## src/rtl/stdp_pkg.sv

```systemverilog
// Shared constants and helpers for the STDP synapse array: width offsets,
// default learning shifts, weight bounds and a saturating clamp.
package stdp_pkg;

  localparam int TRACE_EXTRA     = 2;
  localparam int ACC_EXTRA       = 4;
  localparam int DEF_WIDTH       = 8;
  localparam int DEF_FRAC        = 4;
  localparam int ONE             = 1 << DEF_FRAC;
  localparam int DEF_TRACE_SHIFT = 4;
  localparam int DEF_LTP_SHIFT   = 3;
  localparam int DEF_LTD_SHIFT   = 4;
  localparam int DEF_W_MIN       = 4;
  localparam int DEF_W_MAX       = 127;
  localparam int DEF_W_INIT      = 16;

  function automatic int sat_clamp(input int value, input int lo, input int hi);
    if (value < lo) return lo;
    if (value > hi) return hi;
    return value;
  endfunction

endpackage

```

## src/rtl/stdp_trace.sv

```systemverilog
// Decaying, saturating spike trace: next = t - (t >> SHIFT) + (spike ? ONE : 0).
module stdp_trace
  import stdp_pkg::*;
#(
  parameter int TW      = DEF_WIDTH + TRACE_EXTRA,
  parameter int SHIFT   = DEF_TRACE_SHIFT,
  parameter int ONE_VAL = ONE
) (
  input  logic          clk,
  input  logic          reset_n,
  input  logic          spike,
  output logic [TW-1:0] trace
);

  localparam logic [TW:0] INC = (TW+1)'(ONE_VAL);

  logic [TW:0] sum;

  always_comb begin
    sum = {1'b0, trace} - {1'b0, trace >> SHIFT} + (spike ? INC : '0);
  end

  always_ff @(posedge clk or negedge reset_n) begin
    if (!reset_n) trace <= '0;
    else          trace <= sum[TW] ? '1 : sum[TW-1:0];
  end

endmodule

```

## src/rtl/stdp_synapse_array.sv

```systemverilog
// N_PRE-input STDP synapse array with trace-based LTP/LTD, leaky synaptic
// current and weight readback. Define STDP_WEIGHT_LOAD_EN to add the weight-write port.
module stdp_synapse_array
  import stdp_pkg::*;
#(
  parameter int N_PRE       = 4,
  parameter int WIDTH       = DEF_WIDTH,
  parameter int FRAC        = DEF_FRAC,
  parameter int TRACE_SHIFT = DEF_TRACE_SHIFT,
  parameter int LTP_SHIFT   = DEF_LTP_SHIFT,
  parameter int LTD_SHIFT   = DEF_LTD_SHIFT,
  parameter int W_MIN       = DEF_W_MIN,
  parameter int W_MAX       = DEF_W_MAX,
  parameter int W_INIT      = DEF_W_INIT
) (
  input  logic                          clk,
  input  logic                          reset_n,
  input  logic                          learn_en,
  input  logic [N_PRE-1:0]              pre_spike,
  input  logic                          post_spike,
  input  logic                          rd_req,
  input  logic [$clog2(N_PRE):0]        rd_idx,
`ifdef STDP_WEIGHT_LOAD_EN
  input  logic                          wr_valid,
  input  logic [$clog2(N_PRE):0]        wr_idx,
  input  logic [WIDTH-1:0]              wr_weight,
  output logic                          wr_ready,
`endif
  output logic signed [WIDTH-1:0]       i_syn,
  output logic                          rd_valid,
  output logic [WIDTH-1:0]              rd_weight
);

  localparam int TW = WIDTH + TRACE_EXTRA;
  localparam int AW = WIDTH + ACC_EXTRA;
  localparam int XW = AW + 2;
  localparam int SW = WIDTH + 3;
  localparam int IW = $clog2(N_PRE) + 1;
  localparam logic [AW-1:0] I_MAX = AW'((1 << (WIDTH - 1)) - 1);

  logic [TW-1:0]        pre_trace [N_PRE];
  logic [TW-1:0]        post_trace;
  logic [WIDTH-1:0]     w         [N_PRE];
  logic [WIDTH-1:0]     w_next    [N_PRE];
  logic signed [SW-1:0] ltp       [N_PRE];
  logic signed [SW-1:0] ltd       [N_PRE];
  logic signed [SW-1:0] net       [N_PRE];
  logic [XW-1:0]        spike_sum;
  logic [XW-1:0]        acc_sum;
  logic [AW-1:0]        syn_acc;
  logic [AW-1:0]        acc_next;
  logic [AW-1:0]        acc_scaled;
  logic signed [WIDTH-1:0] isyn_next;
  logic [WIDTH-1:0]     rd_sel;

  for (genvar g = 0; g < N_PRE; g++) begin : g_pre
    stdp_trace #(.TW(TW), .SHIFT(TRACE_SHIFT), .ONE_VAL(1 << FRAC)) u_pre_trace (
      .clk(clk), .reset_n(reset_n), .spike(pre_spike[g]), .trace(pre_trace[g])
    );
  end

  stdp_trace #(.TW(TW), .SHIFT(TRACE_SHIFT), .ONE_VAL(1 << FRAC)) u_post_trace (
    .clk(clk), .reset_n(reset_n), .spike(post_spike), .trace(post_trace)
  );

`ifdef STDP_WEIGHT_LOAD_EN
  // Writes only land in spike-free cycles, so they never collide with learning.
  assign wr_ready = !((|pre_spike) || post_spike);
`endif

  // Plasticity: pre-update traces, net LTP-LTD applied in one step.
  always_comb begin
    for (int i = 0; i < N_PRE; i++) begin
      ltp[i] = '0;
      ltd[i] = '0;
      if (pre_spike[i] && post_trace != '0) ltp[i] = SW'(post_trace >> LTP_SHIFT);
      if (post_spike && pre_trace[i] != '0) ltd[i] = SW'(pre_trace[i] >> LTD_SHIFT);
      net[i]    = SW'(w[i]) + ltp[i] - ltd[i];
      w_next[i] = learn_en ? WIDTH'(sat_clamp(int'(net[i]), W_MIN, W_MAX)) : w[i];
`ifdef STDP_WEIGHT_LOAD_EN
      if (wr_valid && wr_ready && wr_idx == IW'(i))
        w_next[i] = WIDTH'(sat_clamp(int'(wr_weight), W_MIN, W_MAX));
`endif
    end
  end

  // Synaptic current: leaky accumulator fed by pre-update weights.
  always_comb begin
    spike_sum = '0;
    for (int i = 0; i < N_PRE; i++) begin
      if (pre_spike[i]) spike_sum = spike_sum + XW'(w[i]);
    end
    acc_sum    = XW'(syn_acc) - XW'(syn_acc >> 2) + spike_sum;
    acc_next   = (acc_sum[XW-1:AW] != '0) ? '1 : acc_sum[AW-1:0];
    acc_scaled = acc_next >> FRAC;
    isyn_next  = $signed((acc_scaled > I_MAX) ? WIDTH'(I_MAX) : WIDTH'(acc_scaled));
  end

  always_comb begin
    rd_sel = '0;
    for (int i = 0; i < N_PRE; i++) begin
      if (rd_idx == IW'(i)) rd_sel = w[i];
    end
  end

  // State register: weights, accumulator, current output, read response.
  always_ff @(posedge clk or negedge reset_n) begin
    if (!reset_n) begin
      for (int i = 0; i < N_PRE; i++) w[i] <= WIDTH'(W_INIT);
      syn_acc   <= '0;
      i_syn     <= '0;
      rd_valid  <= 1'b0;
      rd_weight <= '0;
    end else begin
      for (int i = 0; i < N_PRE; i++) w[i] <= w_next[i];
      syn_acc  <= acc_next;
      i_syn    <= isyn_next;
      rd_valid <= rd_req;
      if (rd_req) rd_weight <= rd_sel;
    end
  end

endmodule

```

## config.mk

```make
export PLATFORM = sky130hd
export DESIGN_NAME = stdp_synapse_array
export DESIGN_NICKNAME = d
export VERILOG_FILES = /design/src/rtl/stdp_pkg.sv /design/src/rtl/stdp_trace.sv /design/src/rtl/stdp_synapse_array.sv
export SDC_FILE = /design/constraint.sdc
export NUM_CORES = 1
export LEC_CHECK = 0
export CAP_MARGIN = 20
export CELL_PAD_IN_SITES_DETAIL_PLACEMENT = 0
export CELL_PAD_IN_SITES_GLOBAL_PLACEMENT = 1
export CORE_MARGIN = 3
export CORE_UTILIZATION = 31
export CTS_CLUSTER_DIAMETER = 100
export DETAILED_ROUTE_END_ITERATION = 10
export PLACE_DENSITY = 0.62
export SLEW_MARGIN = 20
export SYNTH_ARGS = -nofsm -noshare
export SYNTH_HDL_FRONTEND = slang
export SYNTH_SLANG_ARGS = --single-unit
```

## constraint.sdc

```tcl
create_clock -name clk -period 5.3 [get_ports clk]
set_input_delay 0.795 -clock clk [delete_from_list [all_inputs] [get_ports clk]]
set_output_delay 0.795 -clock clk [all_outputs]
set_load 0.01 [all_outputs]
```

==> results.py <==
metrics = {
    "clock_network": {
        "clkSlewWorstSetupHoldPaths_ns": 0.07,
        "cts-root-to-sink-buffers": 2,
        "cts_max_level": 3,
        "cts_sinks": 111,
        "clkLatencyLatePin_ns": 0.38,
        "cts-buffers-inserted": 9,
        "number_of_buffers_added_to_fix_hold_violations_after_cts": 0,
        "clock_tree.root_cell": "sky130_fd_sc_hd__clkbuf_16",
        "tritoncts": "done",
    },
    "synth": {
        "avgSynthCellArea_um2": 8.51,
        "synth_edf_count": 0,
        "leading_cell_type_by_number_of_instances_after_synthesis": "sky130_fd_sc_hd__inv_1",
        "post-synth-top-area-cell": "sky130_fd_sc_hd__dfrtp_1",
        "post-synth-top-area-fraction_pct": 23.8,
        "synth-seq-area-share_pct": 24.7,
        "synthCells": 1324,
        "count_of_unique_library_cells_instantiated_by_yosys": 69,
        "ys.warnings.count": 0,
        "postSynth.topFlopCell": "sky130_fd_sc_hd__dfrtp_1",
        "synth.area.top_cells": "sky130_fd_sc_hd__dfrtp_1 (24%), sky130_fd_sc_hd__ha_1 (19%), sky130_fd_sc_hd__fa_1 (6.9%), sky130_fd_sc_hd__inv_1 (6.1%), sky130_fd_sc_hd__a21oi_1 (4.4%)",
        "synth_area_um2": 11300,
        "ys_top_cells_by_count": "sky130_fd_sc_hd__inv_1 (183), sky130_fd_sc_hd__ha_1 (169), sky130_fd_sc_hd__nor2_1 (115)",
        "postSynthNetCount": 1544,
        "ys_ff_latch": 111,
        "share_of_flip_flops_with_an_asynchronous_set_or_reset_after_synthesis_pct": 100,
    },
    "route": {
        "drtIter0Drc": 347,
        "drt-pass1-iter-count": 5,
        "totalWireLength_um": 28100,
        "detailroute.via_count": 9219,
        "drc_errors": 0,
        "routedWlPerCell_um": 14.7,
        "avgViaCountPerCell": 4.83,
        "ant_nets": 0,
    },
    "timing": {
        "max_freq_mhz": 179,
        "final_setup_fails": 19,
        "setup_repair_after_global_routing_missed_its_margin": "true",
        "clock-skew-final_ns": 0.0176,
        "timing.slew.headroom_pct": 35.1,
        "finalHoldViolCount": 0,
        "timing_max_transition_violations_final": 0,
        "final.min_clock_period_ns": 5.60,
        "max_slew.worst_pin.slew_ns": 0.974,
        "fin_crit_sh_pct": 106,
        "timing.final.ws_setup_ns": -0.300,
    },
    "cells_and_area": {
        "antenna-diode-count": 0,
        "fin_nets": 1662,
        "area_growth_syn_to_layout_pct": 18.9,
        "design_area_um2": 13400,
        "final_layout_size_suffix_gt1_share_pct": 12.7,
    },
    "setup_path": {
        "critical_path.slowest_cell": "sky130_fd_sc_hd__ha_1",
        "cp_data_arrival_time_ns": 5.85,
        "critical-path-max-stage-delay_ns": 0.36,
        "critPathLaunch": "pre_spike[0]",
        "critical_path_class": "input pin to flip-flop",
        "setup.worst_path.end_class": "flip-flop",
        "startpoint_types": "input pin",
        "critPathMaxFanout": 8,
        "r2r_start": "w[24]",
        "required_ns": 5.55,
    },
    "placed_design": {
        "post_dp_cell_area_um2": 12800,
        "place_hpwl_um": 22900,
        "io_buffer_count": 28,
        "gp_congestion": 0.800,
    },
    "min_path": {
        "holdCritPathClass": "flip-flop to flip-flop",
        "holdCritStartpoint": "rd_weight[0]",
    },
    "run_status": {
        "outcome": "finished, violations left",
        "failed_checks": "setup timing",
    },
    "floorplan": {
        "boundaryPins": 29,
        "die-width_um": 197,
        "floorplan.initialDensity_pct": 31.6,
        "fp.coreArea_um2": 35700,
        "die-area_um2": 38700,
        "die_height_um": 197,
        "number_of_standard_cell_rows_in_the_floorplan": 69,
    },
    "global_routing": {
        "antenna_found_initial": 0,
        "grt_remaining_overflow": 0,
        "grt.total_usage_pct": 15.2,
        "first_pass_grt_wire_length_um": 47700,
        "grt_max_degree": 74,
        "grt_pass1_vias": 9595,
    },
    "job": {
        "maxCapViolCount": 0,
    },
}
[cell families after synthesis]
logic type	synth area share [%]
buf+inv	6.84
other cells	0.0333
flops	24.7
simple gates	15.2
compound gates	19.5
xor+xnor	6.14
fa+ha+maj	25.8
mux	1.87
[critical path, delay by kind of cell]
kind	cells	cell delay, ns
AO/OA/AOI/OAI	16	2.48
multiplexers	1	0.33
adder cells (fa/ha/maj)	5	1.46
XOR/XNOR	2	0.21
AND/OR/NAND/NOR	2	0.18
buffers and inverters	4	0.39
[area by class of cell]
| type | count | area, um2 |
|---|---|---|
| inverters | 186 | 701 |
| clock inverters | 4 | 53.8 |
| flip-flops and latches | 111 | 2780 |
| repair buffers | 126 | 1040 |
| fillers | 3672 | 22300 |
| well taps | 461 | 577 |
| clock buffers | 12 | 256 |
| multi-input cells | 1008 | 7990 |
[repair_timing]
item | in CTS | in global routing
endpoints found under the setup margin | 19 | 19
buffers inserted | 6 | 4
pin swaps | 31 | 26
hold endpoints to repair | 0 | 0
gates resized for setup | 26 | 33
[through the flow]
step	cells	util (%)	hold slack [ns]	setup WS [ns]	setup TNS (ns)
6_report	1908	37.6	0.524	-0.300	-5.04
3_5_place_dp	1882	35.8	0.513	-1.35	-24.83
5_1_grt	1908	37.6	0.547	-0.533	-9.24
2_1_floorplan	1324	-	0.499	-0.364	-6.43
4_1_cts	1904	37.1	0.526	-0.399	-6.16
3_3_place_gp	1882	35.8	0.518	-1.31	-24.35
[flip-flops by register name, summed over array words and instances, names as in the netlist]
signal and flops:
g_pre.u_pre_trace.trace 40, rd_valid 1, rd_weight 8, u_post_trace.trace 10, w 32, syn_acc 12, i_syn 8
[layer usage]
metal | wire length, um | vias to the layer above | global-route usage (%)
met4 | 454 | 0 | 4.36
met1 | 13800 | 4349 | 20.3
li1 | - | 4796 | -
met5 | 0 | - | 0
met2 | 13400 | 52 | 26.1
met3 | 467 | 22 | 1.76
[path summary, 6_finish.rpt]
kind	to	slack [ns]	cells past startpoint
min reg2reg	rd_weight[0]	0.52	2
min	rd_weight[0]	0.52	2
min in group asynchronous	i_syn[7]	0.53	1
max	i_syn[5]	-0.30	30
max reg2reg	i_syn[5]	-0.17	28
max in group asynchronous	g_pre[0].u_pre_trace.trace[9]	3.61	2
[cells in the final DEF (no fill, tap or decap), types with 6 or more instances in the layout]
cell type	instances
sky130_fd_sc_hd__inv_1	182
sky130_fd_sc_hd__ha_1	162
sky130_fd_sc_hd__nand2_1	112
sky130_fd_sc_hd__nor2_1	112
sky130_fd_sc_hd__dfrtp_1	107
sky130_fd_sc_hd__buf_4	96
sky130_fd_sc_hd__a21oi_1	91
sky130_fd_sc_hd__xnor2_1	52
sky130_fd_sc_hd__o21ai_0	45
sky130_fd_sc_hd__fa_1	39
sky130_fd_sc_hd__a21o_1	33
sky130_fd_sc_hd__nand2b_1	28
sky130_fd_sc_hd__clkdlybuf4s50_1	26
sky130_fd_sc_hd__xor2_1	24
sky130_fd_sc_hd__nor3_1	23
sky130_fd_sc_hd__and2_1	21
sky130_fd_sc_hd__o21a_1	18
sky130_fd_sc_hd__o22ai_1	16
sky130_fd_sc_hd__o21ai_1	15
sky130_fd_sc_hd__o21bai_1	15
sky130_fd_sc_hd__or3_1	12
sky130_fd_sc_hd__nor2b_1	12
sky130_fd_sc_hd__mux2i_1	11
sky130_fd_sc_hd__a211oi_1	10
sky130_fd_sc_hd__clkbuf_16	9
sky130_fd_sc_hd__nand3_1	8
sky130_fd_sc_hd__a21oi_2	8
sky130_fd_sc_hd__a31oi_1	8
sky130_fd_sc_hd__a41oi_1	7
sky130_fd_sc_hd__ha_4	7
sky130_fd_sc_hd__a22oi_1	6
Power is left out: the tool's default activity adds up to more than one toggle a clock period on the data nets, which glitch-free logic cannot reach.
